===== config.mk =====
export PLATFORM = sky130hd
export DESIGN_NAME = vga_timing_gen_flat
export DESIGN_NICKNAME = d
export VERILOG_FILES = /design/src/rtl/vga_timing_gen_if.sv /design/src/rtl/vga_timing_gen.sv /design/src/flat_wrapper.sv
export SDC_FILE = /design/constraint.sdc
export NUM_CORES = 1
export LEC_CHECK = 0
export CAP_MARGIN = 10
export CORE_MARGIN = 2
export CORE_UTILIZATION = 23
export CTS_BUF_LIST = sky130_fd_sc_hd__clkbuf_16
export CTS_CLUSTER_DIAMETER = 30
export DETAILED_ROUTE_END_ITERATION = 8
export PLACE_DENSITY = 0.44
export SYNTH_ARGS = -nofsm -noshare
export SYNTH_HDL_FRONTEND = slang
export SYNTH_SLANG_ARGS = --single-unit

===== constraint.sdc =====
create_clock -name vga_clk -period 3 [get_ports vga_clk]
set_input_delay 0.9 -clock vga_clk [delete_from_list [all_inputs] [get_ports vga_clk]]
set_output_delay 0.9 -clock vga_clk [all_outputs]
set_load 0.02 [all_outputs]

===== src/rtl/vga_timing_gen_if.sv =====
// ---------------------------------------------------------------------------
// vga_timing_gen_if
// Purpose : bundles the pixel-enable input and every raster timing output of
//           vga_timing_gen so that producer and consumer share one port.
// Signals : ce           - pixel enable (driven by the consumer side)
//           hsync, vsync - sync pulses at the configured polarity
//           de           - active-area flag
//           x, y         - current pixel column / line (CW bits)
//           line_start   - marks x==0
//           frame_start  - marks x==0 && y==0
//           hsync_d, vsync_d, de_d - sync/de delayed to match a pixel pipeline
// Modports: master - the timing generator
//           slave  - the pixel pipeline / display consumer
// ---------------------------------------------------------------------------
interface vga_timing_gen_if #(
    parameter int CW = 12
);
    logic          ce;
    logic          hsync;
    logic          vsync;
    logic          de;
    logic [CW-1:0] x;
    logic [CW-1:0] y;
    logic          line_start;
    logic          frame_start;
    logic          hsync_d;
    logic          vsync_d;
    logic          de_d;

    modport master (
        input  ce,
        output hsync, vsync, de, x, y, line_start, frame_start,
               hsync_d, vsync_d, de_d
    );

    modport slave (
        output ce,
        input  hsync, vsync, de, x, y, line_start, frame_start,
               hsync_d, vsync_d, de_d
    );
endinterface


===== src/rtl/vga_timing_gen.sv =====
// ---------------------------------------------------------------------------
// vga_timing_gen
// Purpose : parametrised raster timing generator in the pixel clock domain.
//           One counter pair (x, y) walks the full raster; y advances when x
//           wraps. All outputs are registered and describe the same position.
//           A DELAY-deep shift register provides sync/de copies aligned with a
//           multi-cycle pixel pipeline.
// Ports   : vga_clk - pixel clock, rising edge
//           reset_n - asynchronous active-low reset
//           vga     - vga_timing_gen_if.master (ce in, timing outputs out)
// ---------------------------------------------------------------------------
module vga_timing_gen #(
    parameter int H_RES  = 1024,
    parameter int H_FP   = 48,
    parameter int H_SYNC = 96,
    parameter int H_BP   = 208,
    parameter int V_RES  = 768,
    parameter int V_FP   = 1,
    parameter int V_SYNC = 3,
    parameter int V_BP   = 36,
    parameter bit H_POL  = 1'b0,
    parameter bit V_POL  = 1'b0,
    parameter int DELAY  = 2,
    parameter int CW     = 12
) (
    input  logic              vga_clk,
    input  logic              reset_n,
    vga_timing_gen_if.master  vga
);

    localparam int H_TOTAL = H_RES + H_FP + H_SYNC + H_BP;
    localparam int V_TOTAL = V_RES + V_FP + V_SYNC + V_BP;

    localparam logic [CW-1:0] H_LAST = CW'(H_TOTAL - 1);
    localparam logic [CW-1:0] V_LAST = CW'(V_TOTAL - 1);
    localparam logic [CW-1:0] H_ACT  = CW'(H_RES);
    localparam logic [CW-1:0] V_ACT  = CW'(V_RES);
    localparam logic [CW-1:0] HS_BEG = CW'(H_RES + H_FP);
    localparam logic [CW-1:0] HS_END = CW'(H_RES + H_FP + H_SYNC);
    localparam logic [CW-1:0] VS_BEG = CW'(V_RES + V_FP);
    localparam logic [CW-1:0] VS_END = CW'(V_RES + V_FP + V_SYNC);
    localparam logic [CW-1:0] ONE    = CW'(1);
    localparam logic [CW-1:0] ZERO   = CW'(0);

    // Idle pattern of {hsync, vsync, de}: syncs at their inactive level, de low.
    localparam logic [2:0] SYNC_IDLE = {~H_POL, ~V_POL, 1'b0};

    // started_q is clear after reset: the first ce edge then loads (0,0)
    // instead of advancing, so the first described position carries
    // frame_start while the reset state itself shows no strobe.
    logic          started_q;
    logic [CW-1:0] x_q, x_d;
    logic [CW-1:0] y_q, y_d;
    // hs/vs/act are the undelayed hsync/vsync/de registers.
    logic          hs_q, hs_d;
    logic          vs_q, vs_d;
    logic          act_q, act_d;
    logic          ls_q, ls_d;
    logic          fs_q, fs_d;

    // Next raster position and the timing flags decoded from it, so that the
    // registered flags always match the registered coordinates.
    always_comb begin
        x_d = x_q;
        y_d = y_q;
        if (!started_q) begin
            x_d = ZERO;
            y_d = ZERO;
        end else if (x_q == H_LAST) begin
            x_d = ZERO;
            if (y_q == V_LAST) begin
                y_d = ZERO;
            end else begin
                y_d = y_q + ONE;
            end
        end else begin
            x_d = x_q + ONE;
            y_d = y_q;
        end

        act_d = (x_d < H_ACT) && (y_d < V_ACT);
        hs_d  = ((x_d >= HS_BEG) && (x_d < HS_END)) ? H_POL : ~H_POL;
        vs_d  = ((y_d >= VS_BEG) && (y_d < VS_END)) ? V_POL : ~V_POL;
        ls_d  = (x_d == ZERO);
        fs_d  = (x_d == ZERO) && (y_d == ZERO);
    end

    // Position and timing registers; everything holds while ce is low.
    always_ff @(posedge vga_clk or negedge reset_n) begin
        if (!reset_n) begin
            started_q <= 1'b0;
            x_q       <= ZERO;
            y_q       <= ZERO;
            hs_q      <= ~H_POL;
            vs_q      <= ~V_POL;
            act_q     <= 1'b0;
            ls_q      <= 1'b0;
            fs_q      <= 1'b0;
        end else if (vga.ce) begin
            started_q <= 1'b1;
            x_q       <= x_d;
            y_q       <= y_d;
            hs_q      <= hs_d;
            vs_q      <= vs_d;
            act_q     <= act_d;
            ls_q      <= ls_d;
            fs_q      <= fs_d;
        end else begin
            started_q <= started_q;
            x_q       <= x_q;
            y_q       <= y_q;
            hs_q      <= hs_q;
            vs_q      <= vs_q;
            act_q     <= act_q;
            ls_q      <= ls_q;
            fs_q      <= fs_q;
        end
    end

    assign vga.x           = x_q;
    assign vga.y           = y_q;
    assign vga.hsync       = hs_q;
    assign vga.vsync       = vs_q;
    assign vga.de          = act_q;
    assign vga.line_start  = ls_q;
    assign vga.frame_start = fs_q;

    generate
        if (DELAY == 0) begin : g_nodly
            assign vga.hsync_d = hs_q;
            assign vga.vsync_d = vs_q;
            assign vga.de_d    = act_q;
        end else begin : g_dly
            // Stage 0 takes the registered outputs, so the last stage lags
            // them by exactly DELAY ce-qualified edges.
            logic [2:0] dly_q [0:DELAY-1];

            // Delay line for {hsync, vsync, de}, shifting only on ce.
            always_ff @(posedge vga_clk or negedge reset_n) begin
                if (!reset_n) begin
                    for (int i = 0; i < DELAY; i++) begin
                        dly_q[i] <= SYNC_IDLE;
                    end
                end else if (vga.ce) begin
                    dly_q[0] <= {hs_q, vs_q, act_q};
                    for (int i = 1; i < DELAY; i++) begin
                        dly_q[i] <= dly_q[i-1];
                    end
                end else begin
                    for (int i = 0; i < DELAY; i++) begin
                        dly_q[i] <= dly_q[i];
                    end
                end
            end

            assign vga.hsync_d = dly_q[DELAY-1][2];
            assign vga.vsync_d = dly_q[DELAY-1][1];
            assign vga.de_d    = dly_q[DELAY-1][0];
        end
    endgenerate

endmodule

===== src/flat_wrapper.sv =====
// flat-port wrapper written by rule: the top's interface ports become plain ports
module vga_timing_gen_flat 
#(
    parameter int H_RES  = 1024,
    parameter int H_FP   = 48,
    parameter int H_SYNC = 96,
    parameter int H_BP   = 208,
    parameter int V_RES  = 768,
    parameter int V_FP   = 1,
    parameter int V_SYNC = 3,
    parameter int V_BP   = 36,
    parameter bit H_POL  = 1'b0,
    parameter bit V_POL  = 1'b0,
    parameter int DELAY  = 2,
    parameter int CW     = 12
)
  (vga_clk, reset_n, vga_ce, vga_hsync, vga_vsync, vga_de, vga_x, vga_y, vga_line_start, vga_frame_start, vga_hsync_d, vga_vsync_d, vga_de_d);
  vga_timing_gen_if #(.CW(CW)) vga_i ();
  input  logic vga_clk;
  input  logic reset_n;
  input wire logic [$bits(vga_i.ce)-1:0] vga_ce;
  output wire logic [$bits(vga_i.hsync)-1:0] vga_hsync;
  output wire logic [$bits(vga_i.vsync)-1:0] vga_vsync;
  output wire logic [$bits(vga_i.de)-1:0] vga_de;
  output wire logic [$bits(vga_i.x)-1:0] vga_x;
  output wire logic [$bits(vga_i.y)-1:0] vga_y;
  output wire logic [$bits(vga_i.line_start)-1:0] vga_line_start;
  output wire logic [$bits(vga_i.frame_start)-1:0] vga_frame_start;
  output wire logic [$bits(vga_i.hsync_d)-1:0] vga_hsync_d;
  output wire logic [$bits(vga_i.vsync_d)-1:0] vga_vsync_d;
  output wire logic [$bits(vga_i.de_d)-1:0] vga_de_d;
  assign vga_i.ce = vga_ce;
  assign vga_hsync = vga_i.hsync;
  assign vga_vsync = vga_i.vsync;
  assign vga_de = vga_i.de;
  assign vga_x = vga_i.x;
  assign vga_y = vga_i.y;
  assign vga_line_start = vga_i.line_start;
  assign vga_frame_start = vga_i.frame_start;
  assign vga_hsync_d = vga_i.hsync_d;
  assign vga_vsync_d = vga_i.vsync_d;
  assign vga_de_d = vga_i.de_d;
  vga_timing_gen #(.H_RES(H_RES), .H_FP(H_FP), .H_SYNC(H_SYNC), .H_BP(H_BP), .V_RES(V_RES), .V_FP(V_FP), .V_SYNC(V_SYNC), .V_BP(V_BP), .H_POL(H_POL), .V_POL(V_POL), .DELAY(DELAY), .CW(CW)) u_core (.vga_clk(vga_clk), .reset_n(reset_n), .vga(vga_i));
endmodule

==> flow_summary.ini <==
[critical_path]
crit_path_max_incr_delay_ns = 0.55
cp_slowest_cell = or4_1
worst_ep_required_time_ns = 3.21
worstSetupPathType = flop to flop
worst_ep_arrival_time_ns = 2.91
worst_setup_path_end_kind = flop
cp_cell_sequence = or3b_4, or3_4, nor3_2, xnor2_1, or4_1, o32a_1
startpoint_type = flop
crit_family = simple AND/OR/NAND/NOR gates
timing.critical_path.buf_inv = 0
startpoint = u_core.vga.x[7]
cp_max_fo = 13
r2r-start = u_core.vga.x[7]

[timing]
fin_crit_sh_pct = 89.88
hold_viol_final = 0
tns_ns = 0
worst_pin_slew_ns = 0.8353
clock_skew_ns = 0.002702
rsz0062_at_grt = false
finalSetupViolCount = 0
slew_viol_final = 0
hold_ws_ns = 0.5063
timing.fmax_ghz = 0.3709
slew_headroom_pct = 44.31
period_needed_ns = 2.696

[grt]
grt_pass1_wl_mm = 11.68
antenna_found_initial = 0
grt_max_degree = 37
grt_util_all_layers_pct = 12.95
grt_pass1_vias = 2211
grt-ovfl-total = 0

[clocking]
cts_hold_buf = 0
cts_setup_buffers = 0
htree_levels = 2
cts_made_buffers = 5
postCtsResizedCells = 0
cts_sinks = 36
path_clk_slew_ns = 0.06
cts_tree = built
clockBufferDepth = 2
cts_root_buffer = clkbuf_16
insertion_delay_ns = 0.28

[status]
status = completed

[power]
max-vdd-ir-drop_uv = 201.0
clock_power_share_pct = 37.1
seqPwrFrac_pct = 38.5
p_int_uw = 1108
sw_frac_of_total_pct = 31.93
powerDensity_nw_per_um2 = 527.2
p_comb_share_pct = 24.3
power.static_leakage_uw = 0.001131
power.switching_uw = 519.9

[logic_synthesis]
yosys-top-cells-area = dfrtp_1 (31%), dfstp_2 (6.5%), mux2_2 (4.2%)
synth_cells = 266
async_flop_share_pct = 100.0
netlist_top_cells_count = dfrtp_1 (30), nand2_1 (27), nor2_1 (19)
synth_largest_area_cell = dfrtp_1
netlist_area_um2 = 2437
ys_seq_area_share_pct = 37.27
synth_most_common_cell = dfrtp_1
synth_fp_nets = 271
syn_avg_cell_area_um2 = 9.163
synth_ff_type = dfrtp_1
synth.top_cell.area_share_pct = 30.80
synth-edff-count = 0
ys_seq_elements = 36
yosysUniqueCellTypes = 62
yosysWarningCount = 0

[run]
cap_violations = 0

[placed_design]
dp_hpwl_mm = 5.110
gp_congestion = 0.8670
dp_cells = 434
numPortBuffers = 34
place_area_um2 = 2924

[worst_hold_path]
hp-class = flop to flop
hold_start = u_core.vga.hsync

[final_layout]
antennaDiodeCount = 0
multiInputGateArea_um2 = 1360
drive_gt1_share_pct = 17.65
fin_nets = 310
fin_area_um2 = 3088
seq_area_um2 = 908.4
area_delta_synth_final_pct = 26.69
finalNonFillerCells = 442
fillers = 1090

[die]
die_height_um = 106.9
io_pins = 35
core.rowCount = 37
initial_core_util_pct = 23.61
dieArea_um2 = 11440
fp.dieW_um = 106.9
coreArea_um2 = 10320

[route]
drc_errors = 0
wl_met2_mm = 3.095
routed-wl-met3_um = 359
routedWlPerCell_um = 15.97
drt_wl_total_mm = 7.059
ant_nets = 0
via_per_inst = 5.041
first_pass_iters = 4
routed.top_layer = met4
met1_length_mm = 3.479
vias = 2228
drtIter0Drc = 139
-- routing by layer --
layer	vias to the layer above	global-route usage [%]
met3	9	1.945
met2	72	19.20
met5	-	0
met4	0	4.731
met1	1072	18.97
li1	1075	-
-- flip-flops by register name (all words and copies together) (netlist names) --
name,cells
u_core.vga.vsync_d,1
u_core.vga.vsync,1
u_core.vga.frame_start,1
u_core.g_dly.dly_q,3
u_core.vga.de_d,1
u_core.vga.y,12
u_core.vga.hsync,1
u_core.started_q,1
u_core.vga.de,1
u_core.vga.line_start,1
u_core.vga.hsync_d,1
u_core.vga.x,12
-- power groups by stage --
stage	Combinational [uW]	Clock (uW)	Sequential [uW]
after floorplan	225	0	650
after global placement	402	0	635
after detailed placement	400	0	634
after CTS	401	620	627
after global routing	439	636	641
final	396	604	628
-- kinds of logic (layout without fill, tap and decap cells) --
family | count (synthesis) | count (layout) | synth area share [%]
flip-flops | 36 | 36 | 37.27
multiplexers | 13 | 13 | 5.801
AND/OR/NAND/NOR | 113 | 113 | 26.59
adder cells (fa/ha/maj) | 2 | 2 | 1.027
XOR/XNOR | 6 | 6 | 2.156
AO/OA/AOI/OAI | 70 | 70 | 20.23
buffers and inverters | 26 | 66 | 6.930
-- final cells by class --
cell class,count,share of cell area [%]
Sequential cell,36,29.42
Inverter,8,0.9724
Clock buffer,5,4.052
Tap cell,136,5.511
Clock inverter,3,1.256
Multi-Input combinational cell,204,44.04
Timing Repair Buffer,50,14.75
-- worst paths after layout --
| path | endpoint | slack, ns | cells past startpoint |
|---|---|---|---|
| worst min-delay path | u_core.vga.hsync | 0.51 | 2 |
| worst max-delay path | u_core.vga.vsync | 0.30 | 6 |
| max in group asynchronous | u_core.vga.y[10] | 1.76 | 1 |
| worst min register to register | u_core.vga.hsync | 0.51 | 2 |
| min in group asynchronous | u_core.vga.x[5] | 0.72 | 1 |
| worst max register to register | u_core.vga.vsync | 0.30 | 6 |
-- placed cells by master (no fill, tap or decap), types with 4 or more instances in the layout --
cell type and instances:
nor2b_1 4, nor3_1 6, xnor2_1 5, a21oi_1 12, clkbuf_16 5, buf_4 16
nor4_1 4, dfrtp_1 30, and2_1 4, nor2_1 19, clkdlybuf4s50_1 33, dfstp_2 6
nand3_1 13, o21ai_0 18, a31oi_1 5, inv_1 9, nand2_1 27, mux2_2 9
mux2i_1 4, nand4_1 9, o31ai_1 9
-- metrics by stage --
step	power (uW)	utilization [%]	setup WS [ns]
2_1_floorplan	874.7	-	0.2038
3_3_place_gp	1037	28.32	0.3486
3_5_place_dp	1034	28.32	0.3278
4_1_cts	1648	29.91	0.3014
5_1_grt	1716	29.91	0.1378
6_report	1628	29.91	0.3036
-- worst register-to-register path: cells and delay by family, from the launching register on --
kind / cells / cell delay (ns)
and+or+nand+nor: 4 / 1.71
DFF: 1 / 0.48
xor gates and xnor gates: 1 / 0.13
AOI/OAI and AO/OA: 1 / 0.30
Note: power is estimated with default switching activity, not from simulation.
